<file path="src/rtl/fetch_pkg.sv">
// Shared types and constants for the fetch sequencer.
package fetch_pkg;

  typedef enum logic [2:0] {
    IDLE = 3'd0,
    REQ  = 3'd1,
    WAIT = 3'd2,
    DROP = 3'd3,
    HOLD = 3'd4
  } fetch_state_t;

  localparam logic [31:0] RESET_PC_DEFAULT = 32'h8000_0000;
  localparam logic [31:0] NOP_INSTR        = 32'h0000_0013;
  localparam int unsigned INSTR_BYTES      = 4;

endpackage

</file>
<file path="src/rtl/fetch_pc_gen.sv">
// Program counter: redirect mux with word alignment and sequential increment.
module fetch_pc_gen
  import fetch_pkg::*;
#(
  parameter int               WIDTH    = 32,
  parameter logic [WIDTH-1:0] RESET_PC = WIDTH'(RESET_PC_DEFAULT)
) (
  input  logic             clk,
  input  logic             rst,
  input  logic             load,
  input  logic [WIDTH-1:0] target,
  input  logic             advance,
  output logic [WIDTH-1:0] pc
);

  localparam logic [WIDTH-1:0] STEP       = WIDTH'(INSTR_BYTES);
  localparam logic [WIDTH-1:0] ALIGN_MASK = ~WIDTH'(INSTR_BYTES - 1);

  logic [WIDTH-1:0] pc_r;

  // Redirect wins over sequential advance; targets are forced word aligned.
  always_ff @(posedge clk or posedge rst) begin
    if (rst) begin
      pc_r <= RESET_PC;
    end else if (load) begin
      pc_r <= target & ALIGN_MASK;
    end else if (advance) begin
      pc_r <= pc_r + STEP;
    end else begin
      pc_r <= pc_r;
    end
  end

  assign pc = pc_r;

endmodule

</file>
<file path="src/rtl/fetch_ctrl.sv">
// Fetch sequencer: one outstanding imem request, single-entry instruction
// buffer towards decode, and redirect handling that drops stale fetches.
module fetch_ctrl
  import fetch_pkg::*;
#(
  parameter int               WIDTH    = 32,
  parameter logic [WIDTH-1:0] RESET_PC = WIDTH'(RESET_PC_DEFAULT)
) (
  input  logic             clk,
  input  logic             rst,
  input  logic             redirect_valid_i,
  input  logic [WIDTH-1:0] redirect_pc_i,
  output logic             imem_req_valid_o,
  output logic [WIDTH-1:0] imem_req_addr_o,
  input  logic             imem_req_ready_i,
  input  logic             imem_rsp_valid_i,
  input  logic [31:0]      imem_rsp_data_i,
  output logic             fetch_valid_o,
  input  logic             fetch_ready_i,
  output logic [WIDTH-1:0] fetch_pc_o,
  output logic [WIDTH-1:0] fetch_pre_pc_o,
  output logic [31:0]      fetch_instr_o
);

  localparam logic [WIDTH-1:0] STEP = WIDTH'(INSTR_BYTES);

  fetch_state_t     state_r;
  logic             req_valid_r;
  logic             buf_valid_r;
  logic [WIDTH-1:0] fetch_pc_r;
  logic [31:0]      fetch_instr_r;
  logic [WIDTH-1:0] pc_s;
  logic             load_s;
  logic             advance_s;
  logic             handshake_s;

  assign handshake_s = req_valid_r & imem_req_ready_i;

  // PC control: any redirect outside IDLE reloads, a HOLD transfer advances.
  always_comb begin
    load_s    = 1'b0;
    advance_s = 1'b0;
    case (state_r)
      REQ, WAIT, DROP: begin
        load_s = redirect_valid_i;
      end
      HOLD: begin
        load_s    = redirect_valid_i;
        advance_s = fetch_ready_i & ~redirect_valid_i;
      end
      default: begin
        load_s    = 1'b0;
        advance_s = 1'b0;
      end
    endcase
  end

  fetch_pc_gen #(
    .WIDTH    (WIDTH),
    .RESET_PC (RESET_PC)
  ) u_pc_gen (
    .clk     (clk),
    .rst     (rst),
    .load    (load_s),
    .target  (redirect_pc_i),
    .advance (advance_s),
    .pc      (pc_s)
  );

  // Sequencer FSM with registered request-valid and instruction buffer.
  always_ff @(posedge clk or posedge rst) begin
    if (rst) begin
      state_r       <= IDLE;
      req_valid_r   <= 1'b0;
      buf_valid_r   <= 1'b0;
      fetch_pc_r    <= RESET_PC;
      fetch_instr_r <= NOP_INSTR;
    end else begin
      case (state_r)
        IDLE: begin
          state_r     <= REQ;
          req_valid_r <= 1'b1;
        end
        REQ: begin
          if (handshake_s) begin
            state_r     <= redirect_valid_i ? DROP : WAIT;
            req_valid_r <= 1'b0;
          end
        end
        WAIT: begin
          if (imem_rsp_valid_i) begin
            if (redirect_valid_i) begin
              state_r     <= REQ;
              req_valid_r <= 1'b1;
            end else begin
              state_r       <= HOLD;
              buf_valid_r   <= 1'b1;
              fetch_pc_r    <= pc_s;
              fetch_instr_r <= imem_rsp_data_i;
            end
          end else if (redirect_valid_i) begin
            state_r <= DROP;
          end
        end
        DROP: begin
          // The response still owed for the cancelled request is thrown away.
          if (imem_rsp_valid_i) begin
            state_r     <= REQ;
            req_valid_r <= 1'b1;
          end
        end
        HOLD: begin
          if (redirect_valid_i || fetch_ready_i) begin
            state_r     <= REQ;
            req_valid_r <= 1'b1;
            buf_valid_r <= 1'b0;
          end
        end
        default: begin
          state_r     <= IDLE;
          req_valid_r <= 1'b0;
          buf_valid_r <= 1'b0;
        end
      endcase
    end
  end

  assign imem_req_valid_o = req_valid_r;
  assign imem_req_addr_o  = pc_s;
  // A same-cycle redirect hides the buffered instruction from decode.
  assign fetch_valid_o    = buf_valid_r & ~redirect_valid_i;
  assign fetch_pc_o       = fetch_pc_r;
  assign fetch_pre_pc_o   = fetch_pc_r + STEP;
  assign fetch_instr_o    = fetch_instr_r;

endmodule

</file>
<file path="config.mk">
export PLATFORM = sky130hd
export DESIGN_NAME = fetch_ctrl
export DESIGN_NICKNAME = d
export VERILOG_FILES = /design/src/rtl/fetch_pkg.sv /design/src/rtl/fetch_pc_gen.sv /design/src/rtl/fetch_ctrl.sv
export SDC_FILE = /design/constraint.sdc
export NUM_CORES = 1
export LEC_CHECK = 0
export BUFFER_PORTS_ARGS = -buffer_cell sky130_fd_sc_hd__buf_2
export CORE_MARGIN = 8
export CORE_UTILIZATION = 37
export DETAILED_ROUTE_END_ITERATION = 16
export PLACE_DENSITY = 0.6
export SETUP_SLACK_MARGIN = 0.3
export SLEW_MARGIN = 5
export SYNTH_ARGS = -nofsm -noshare
export SYNTH_HDL_FRONTEND = slang
export SYNTH_SLANG_ARGS = --single-unit
</file>
<file path="constraint.sdc">
create_clock -name clk -period 3.6 [get_ports clk]
set_clock_uncertainty 0.15 [all_clocks]
set_input_delay 0.18 -clock clk [delete_from_list [all_inputs] [get_ports clk]]
set_output_delay 0.18 -clock clk [all_outputs]
set_load 0.02 [all_outputs]
</file>
Yosys cells after proc, flatten, opt, wreduce, memory -nomap -nowiden
Cells that the tools add are included.
{"block": "word_totals", "ff_bits": 101, "latchBits": 0, "mem_bits_rw": 0, "rom_bits": 0, "in_bits": 70, "out_inout_bits": 130, "elab_cells": 55, "mem_count": 0}
{"block": "classes", "add_sub_neg": 2, "multipliers": 0, "div_mod_pow": 0, "magnitude_cmp": 0, "n_eq_ne": 11, "n_shift": 0, "muxes": 22, "bitwise": 5, "reduce_logical": 9}
{"op": "$add 32x3->32 const B", "n": 2}
{"op": "$mux 32", "n": 2}
{"op": "$mux 3", "n": 6}
{"op": "$pmux 3 s5", "n": 1}
{"op": "$ne 2x2->1 const B", "n": 6}
{"op": "$mux 1", "n": 11}
{"op": "$reduce_and 4->1", "n": 2}
{"op": "$eq 3x2->1 const B", "n": 2}
{"op": "$pmux 1 s5", "n": 1}
{"op": "$reduce_and 5->1", "n": 1}
{"op": "$reduce_or 4->1", "n": 1}
{"op": "$and 1x1->1", "n": 3}
{"op": "$eq 3x1->1 const B", "n": 1}
{"op": "$eq 3x3->1 const B", "n": 1}
{"op": "$logic_not 3->1", "n": 1}
{"op": "$ne 3x3->1 const B", "n": 1}
{"op": "$pmux 1 s3", "n": 1}
{"op": "$reduce_and 3->1", "n": 1}
{"op": "$reduce_or 3->1", "n": 1}
{"op": "$not 1->1", "n": 2}
{"op": "$reduce_bool 2->1", "n": 1}
{"op": "$logic_or 1x1->1", "n": 1}

Logic depth before layout (Yosys ltp)
Gate-level depths: netlist of run 1.
{"block": "depth", "ltp_word": 5, "mapped_depth": 7, "depth_no_buf": 6}

Cells and area by module
Synthesis of run 1 repeated with hierarchy kept, for this count alone.
{"block": "hier_totals", "hier_cells": 464, "hier_area_um2": 5134.9}
{"module": "fetch_ctrl", "n_inst": 1, "cells_each": 267, "area_each_um2": 3345.7, "seq_area_each_um2": 1731.7}
{"module": "fetch_pc_gen", "n_inst": 1, "cells_each": 197, "area_each_um2": 1789.2, "seq_area_each_um2": 752.0}

Worst setup path after synthesis of run 1
OpenSTA, ideal clock, no wires.
{"block": "synth_path", "path_kind": "reg-to-output", "start": "register fetch_pc_r[15] (netlist: fetch_pc_o[15])", "end": "output fetch_pre_pc_o[27]", "arrival_time_ns": 1.840, "required_time_ns": 3.270, "path_slack_ns": 1.430, "stages_incl_launch_ff": 6, "n_path_buf": 0, "cell_sequence": "dfrtp_1 -> nand4_1 -> nor4_1 -> nand3_1 -> nor2_1 -> xor2_1"}
{"block": "synth_between", "elab_chain_cells": 1}
{"item": "start, declared", "line": "fetch_ctrl.sv:30", "rtl": "logic [WIDTH-1:0] fetch_pc_r;"}
{"item": "start signal, assigned", "line": "fetch_ctrl.sv:98", "rtl": "fetch_pc_r <= pc_s;"}
{"item": "$add 32x3->32", "line": "fetch_ctrl.sv:133", "rtl": "assign fetch_pre_pc_o = fetch_pc_r + STEP;"}
{"item": "end, declared", "line": "fetch_ctrl.sv:21", "rtl": "output logic [WIDTH-1:0] fetch_pre_pc_o,"}
No other way between the ends.

Worst setup path after layout of run 1
{"block": "layout_path", "start": "register fetch_pc_r[15] (netlist: fetch_pc_o[15])", "end": "output fetch_pre_pc_o[31]"}
The elaborated chain is that of the path after synthesis.

==> results.toml, run 1 <==
[timing]
timing.max_slew.rel_slack_pct = 49.02
layout_worst_path_cycle_share_pct = 76.27
fmax_mhz = 364.2
final-max-slew-violation-count = 0
fin_ws_ps = 854.2
setup_total_negative_slack_ps = 0
timing_worst_slew_pin_value_ps = 764.8
final-setup-viol-count = 0
final_hold_viol_count = 0
worst_slack_on_hold_paths_ps = 46.06
final.min_clock_period_ps = 2746
rsz0062_at_grt = "false"

[routing]
vias_after_detailed_routing = 4508
ant_nets = 0
drc_errors = 0
vias_per_cell = 5.014
drt_iter0_drc = 249
post_drt_wl_per_cell_um = 17.12
drt_pass1_iterations = 4
detail_route.wirelength_um = 15390

[critical_path]
setup.worst_path.end_class = "primary output"
worst-setup-path-type = "reg2out"
startpoint_type = "flip-flop"
worst-r2r-setup-slack_ps = 1310
critical_path_peak_fanout = 7
crit_chain = "nand4_1, nor4_1, nand3_1, nor2_1, xor2_1, buf_2"
critPathMaxStageDelay_ps = 600
rr_worst_depth = 5
crit_slowest_cell = "nor4_1"
critical_path_arrival_ps = 2420
timing.critical_path.required_ps = 3270

[min_path]
holdPathStages = 4
worst_hold_check_path_type = "in2reg"

[pwr]
post-layout-total-power_mw = 5.088
vdd_drop_max_mv = 0.3682
power.density_cell_area_nw_per_um2 = 720.9
power_leakage_nw = 3.354

[logic_synthesis]
gate_count_after_technology_mapping = 464
synth-seq-area-share_pct = 48.67
ys_flop_type = "dfrtp_1"
synth_edf_count = 0
netlist_area_um2 = 5000
synth_cell_type_count = 57
synth-warning-count = 0
syn_area_per_cell_um2 = 10.78
share_of_synthesized_registers_carrying_an_async_set_or_reset_pct = 100.0
synth-seq-cells = 97

[global_route]
grt_overflow_total = 0
grt_pass1_wl_um = 24820
grt_antenna_before_repair = 1
grt_util_all_layers_pct = 17.46
via_count_of_the_first_global_routing_pass = 4723
grt_max_degree = 51

[final_layout]
layout_commonest_cell = "buf_2"
final_layout_size_suffix_gt1_share_pct = 39.83
finalInstanceArea_um2 = 7058
post_layout_nonfiller_instances = 899
synthToLayoutAreaGrowth_pct = 41.17
commonest_cells_after_routing_fill_and_taps_aside = "buf_2, dfrtp_1, dlygate4sd3_1, mux2_2, nand2_1"
final_net_count = 790
finalCoreUtilization_pct = 53.30
insertedDiodeCount = 0

[placed_design]
dp_hpwl_um = 11400
dpl.cell_count = 819
number_of_port_buffers = 191
globalplace.congestion = 0.8128
placed_area_um2 = 6113
dp_worst_setup_slack_ps = 1204

[clocking]
clk_pin_slew_worst_setup_hold_paths_ps = 70
tritoncts_clock_tree = "built"
cts_inserted_buffers = 9
cts-root-to-sink-buffers = 2
cts_sinks = 97
clkLatencyLatePin_ps = 350
ctsHtreeMaxLevel = 3
cts_resized = 0
cts.root.buffer_cell = "clkbuf_16"

[outcome]
run_status = "finished, final reports clean"

[die]
fp.dieH_um = 132.2
die_area_um2 = 17490
initial_core_util_pct = 37.76
core_region_area_um2 = 13240
io-pin-count = 200
fp-row-count = 42
die_w_um = 132.2

[run]
cap_violations = 0
## metal layers
| layer | up-vias | routed length, µm | share of wire (%) | track usage [%] |
|---|---|---|---|---|
| li1 | 2182 | - | - | - |
| met1 | 2166 | 6453 | 42 | 20.24 |
| met2 | 139 | 7639 | 50 | 30.05 |
| met3 | 19 | 951 | 6.2 | 4.573 |
| met4 | 2 | 337 | 2.2 | 7.003 |
| met5 | - | 8 | 0.052 | 0 |
## where the power goes
group | switching [mW] | internal, mW | total (mW)
sequential | 0.463 | 1.50 | 1.96
clock | 0.438 | 0.546 | 0.984
combinational | 1.28 | 0.858 | 2.14
## critical path: cells and delay by family (launching register included)
kind                   cells  cell delay [ps]
XOR/XNOR                   1              150
buffers and inverters      1              180
flip-flops                 1              460
AND/OR/NAND/NOR            4             1270
## Yosys cell counts (3+ instances only)
library cell | count | share of area, %
a21oi_1 | 6 | 0.60
a22oi_1 | 7 | 1.1
a31oi_1 | 5 | 0.63
and2_1 | 3 | 0.38
and3_1 | 9 | 1.1
and4_1 | 4 | 0.70
buf_2 | 4 | 0.40
buf_4 | 12 | 1.8
clkbuf_1 | 8 | 0.60
dfrtp_1 | 92 | 46
dfstp_2 | 5 | 2.6
inv_1 | 6 | 0.45
mux2_1 | 4 | 0.90
mux2_2 | 57 | 13
nand2_1 | 48 | 3.6
nand2b_1 | 3 | 0.38
nand3_1 | 31 | 3.1
nand4_1 | 15 | 1.9
nor2_1 | 24 | 1.8
nor3_1 | 4 | 0.40
o211ai_1 | 10 | 1.5
o21ai_0 | 21 | 2.1
o311ai_1 | 3 | 0.53
or4_1 | 5 | 0.75
xnor2_1 | 24 | 4.2
xor2_1 | 17 | 3.0
## repair_timing
action                    4_1_cts  5_1_grt
hold endpoints to repair      154        0
buffers inserted                0        0
hold buffers                   64        0
## area by class of cell
type,instances,area (µm²)
Fill cell,1219,6185
Sequential cell,97,2434
Multi-Input combinational cell,340,2415
Timing Repair Buffer,263,1657
Clock buffer,9,225.2
Tap cell,176,220.2
Clock inverter,7,78.83
Inverter,7,28.78
## path summary, 6_finish.rpt
path                              startpoint            endpoint
max                           fetch_pc_o[15]  fetch_pre_pc_o[31]
min                            fetch_ready_i         buf_valid_r
max reg2reg                       state_r[2]     u_pc_gen.pc[12]
min reg2reg                fetch_instr_o[18]   fetch_instr_o[18]
max in group asynchronous                rst      fetch_pc_o[17]
min in group asynchronous                rst   fetch_instr_o[23]
## state kept, by name, summed over array words and instances (netlist names)
name	cells
imem_req_valid_o	1
state_r	3
u_pc_gen.pc	30
fetch_pc_o	30
fetch_instr_o	32
buf_valid_r	1
## logic make-up after synthesis
kind of cell / count (synthesis) / share of synthesized area (%)
fa+ha+maj: 2 / 0.5004
xor+xnor: 41 / 7.182
simple gates: 163 / 17.49
mux: 63 / 14.14
compound gates: 65 / 8.534
buf+inv: 32 / 3.403
flops: 97 / 48.67
other cells: 1 / 0.07500
No activity file was read; power rests on OpenSTA's default activity.
==> run 2, diff against run 1 <==
--- a/config.mk
+++ b/config.mk
@@ -9,7 +9,7 @@
 export CORE_MARGIN = 8
 export CORE_UTILIZATION = 37
 export DETAILED_ROUTE_END_ITERATION = 16
-export PLACE_DENSITY = 0.6
+export PLACE_DENSITY = 0.62
 export SETUP_SLACK_MARGIN = 0.3
 export SLEW_MARGIN = 5
 export SYNTH_ARGS = -nofsm -noshare
==> constraint.sdc (replaced) <==
create_clock -name clk -period 2.5 [get_ports clk]
set_clock_uncertainty 0.15 [all_clocks]
set_input_delay 0.125 -clock clk [delete_from_list [all_inputs] [get_ports clk]]
set_output_delay 0.125 -clock clk [all_outputs]
set_load 0.02 [all_outputs]
==> results.toml, run 2 (same netlist as run 1, synthesis figures left out) <==
[final_layout]
commonest_cells_after_routing_fill_and_taps_aside = "buf_2, dfrtp_1, dlygate4sd3_1, mux2_2"
seqCellArea_um2 = 2446
insertedDiodeCount = 0
nFillCells = 1183
post_layout_nonfiller_instances = 933
final_net_count = 824
synthToLayoutAreaGrowth_pct = 51.88
layout_commonest_cell = "buf_2"
total_area_of_multi_input_combinational_cells_um2 = 2570
largest_reg_flops = 32
final_layout_size_suffix_gt1_share_pct = 46.50

[timing]
timing_worst_slew_pin_value_ps = 526.1
final-setup-viol-count = 0
final_hold_viol_count = 0
final.min_clock_period_ps = 2283
rsz0062_at_grt = "true"
fin_ws_ps = 216.5
final-max-slew-violation-count = 0
setup_total_negative_slack_ps = 0
fmax_mhz = 437.9
worst_slack_on_hold_paths_ps = 43.19
layout_worst_path_cycle_share_pct = 91.34
timing.max_slew.rel_slack_pct = 64.93

[die]
initial_core_util_pct = 37.76
die_w_um = 132.2
fp.dieH_um = 132.2
core_region_area_um2 = 13240
die_area_um2 = 17490
io-pin-count = 200
fp-row-count = 42

[pwr]
power.density_cell_area_nw_per_um2 = 1021
power_leakage_nw = 3.601
post-layout-total-power_mw = 7.756
vdd_drop_max_mv = 0.5092

[routing]
drt_pass1_iterations = 5
vias_after_detailed_routing = 4701
drc_errors = 0
vias_per_cell = 5.039
ant_nets = 0
detail_route.wirelength_um = 16110
post_drt_wl_per_cell_um = 17.27
drt_iter0_drc = 258

[critical_path]
crit_chain = "and4_4, buf_6, nand3_4, buf_4, nor2_2, nand3_1, xnor2_1, buf_4"
timing.critical_path.required_ps = 2230
crit_slowest_cell = "dfrtp_1"
rr_worst_depth = 6
startpoint_type = "flip-flop"
worst-setup-path-type = "reg2out"
setup.worst_path.end_class = "primary output"
crit_end = "fetch_pre_pc_o[14]"
critical_path_arrival_ps = 2010
rr_endpoint = "u_pc_gen.pc[28]"
critPathMaxStageDelay_ps = 380
worst-r2r-setup-slack_ps = 470
worstSetupStartpoint = "fetch_pc_o[7]"
path_common_cell = "buf_4"
critical_path_peak_fanout = 4
worst_r2r_startpoint = "u_pc_gen.pc[15]"

[global_route]
grt_util_all_layers_pct = 18.18
via_count_of_the_first_global_routing_pass = 4880
grt_antenna_before_repair = 0
grt_pass1_wl_um = 25910
grt_overflow_total = 0
grt_max_degree = 98

[clocking]
ctsHtreeMaxLevel = 3
cts-root-to-sink-buffers = 2
clk_pin_slew_worst_setup_hold_paths_ps = 70
clkLatencyLatePin_ps = 350
cts_sinks = 97
cts_inserted_buffers = 9
cts.root.buffer_cell = "clkbuf_16"
tritoncts_clock_tree = "built"

[min_path]
worst_hold_check_path_type = "in2reg"

[outcome]
run_status = "finished, final reports clean"

[placed_design]
dp_hpwl_um = 11480
dp_worst_setup_slack_ps = 346.1
globalplace.congestion = 0.8242
number_of_port_buffers = 191
dpl.cell_count = 824

[run]
cap_violations = 0
==> run 2: changes by cell type in the layout (fill, tap and decap cells not counted), sizes merged <==
cell / previous run / this run
clkinv: 2 / 1
dlygate4sd3: 64 / 67
bufinv: 1 / 2
buf: 199 / 230
==> run 2: layout make-up <==
type | instances | share of cell area [%]
clock inverters | 7 | 1.335
repair buffers | 297 | 26.35
well taps | 176 | 2.900
flip-flops and latches | 97 | 32.21
clock buffers | 9 | 2.966
multi-input cells | 340 | 33.84
inverters | 7 | 0.3955
==> run 2: stage by stage <==
step / utilization [%] / area, µm²
after floorplan: - / 5022
after global placement: 46.65 / 6177
after detailed placement: 46.65 / 6177
after CTS: 55.70 / 7376
after global routing: 57.34 / 7594
final: 57.34 / 7594
==> run 2: layer usage <==
metal	share of wire, %	vias up	global-route usage, %
met5	0	-	0
met1	41	2282	21.20
met2	50	145	30.90
met3	5.7	26	4.611
li1	-	2248	-
met4	2.7	0	8.076
==> run 2: worst min path at each step <==
stage	from	end	slack, ps	cells after the start
detailed placement	rst	fetch_instr_o[20]	180	3
global placement	rst	fetch_instr_o[20]	170	3
CTS	redirect_pc_i[21]	u_pc_gen.pc[21]	40	3
floorplan	redirect_pc_i[19]	u_pc_gen.pc[19]	90	2
finish	redirect_pc_i[21]	u_pc_gen.pc[21]	40	3
global route	redirect_pc_i[21]	u_pc_gen.pc[21]	60	3
==> run 2: worst max-delay path: cells and delay by family (launching register included) <==
| kind | cells | cell delay (ps) |
|---|---|---|
| simple gates | 4 | 670 |
| buf+inv | 3 | 440 |
| flops | 1 | 380 |
| xor+xnor | 1 | 160 |
==> run 2: where the power goes <==
group          internal (mW)  total [mW]  switching [mW]
clock                  0.889        1.52           0.634
combinational           1.43        3.43            2.00
sequential              2.17        2.80           0.632
==> run 2: what timing repair did <==
item                                    in CTS  in global routing
cloned                                       0                  0
pin swaps                                    4                 15
resized for setup                           30                 31
endpoints found under the setup margin      21                 54
hold endpoints to repair                   156                  0
setup buffers                               13                 13
hold buffers                                67                  0
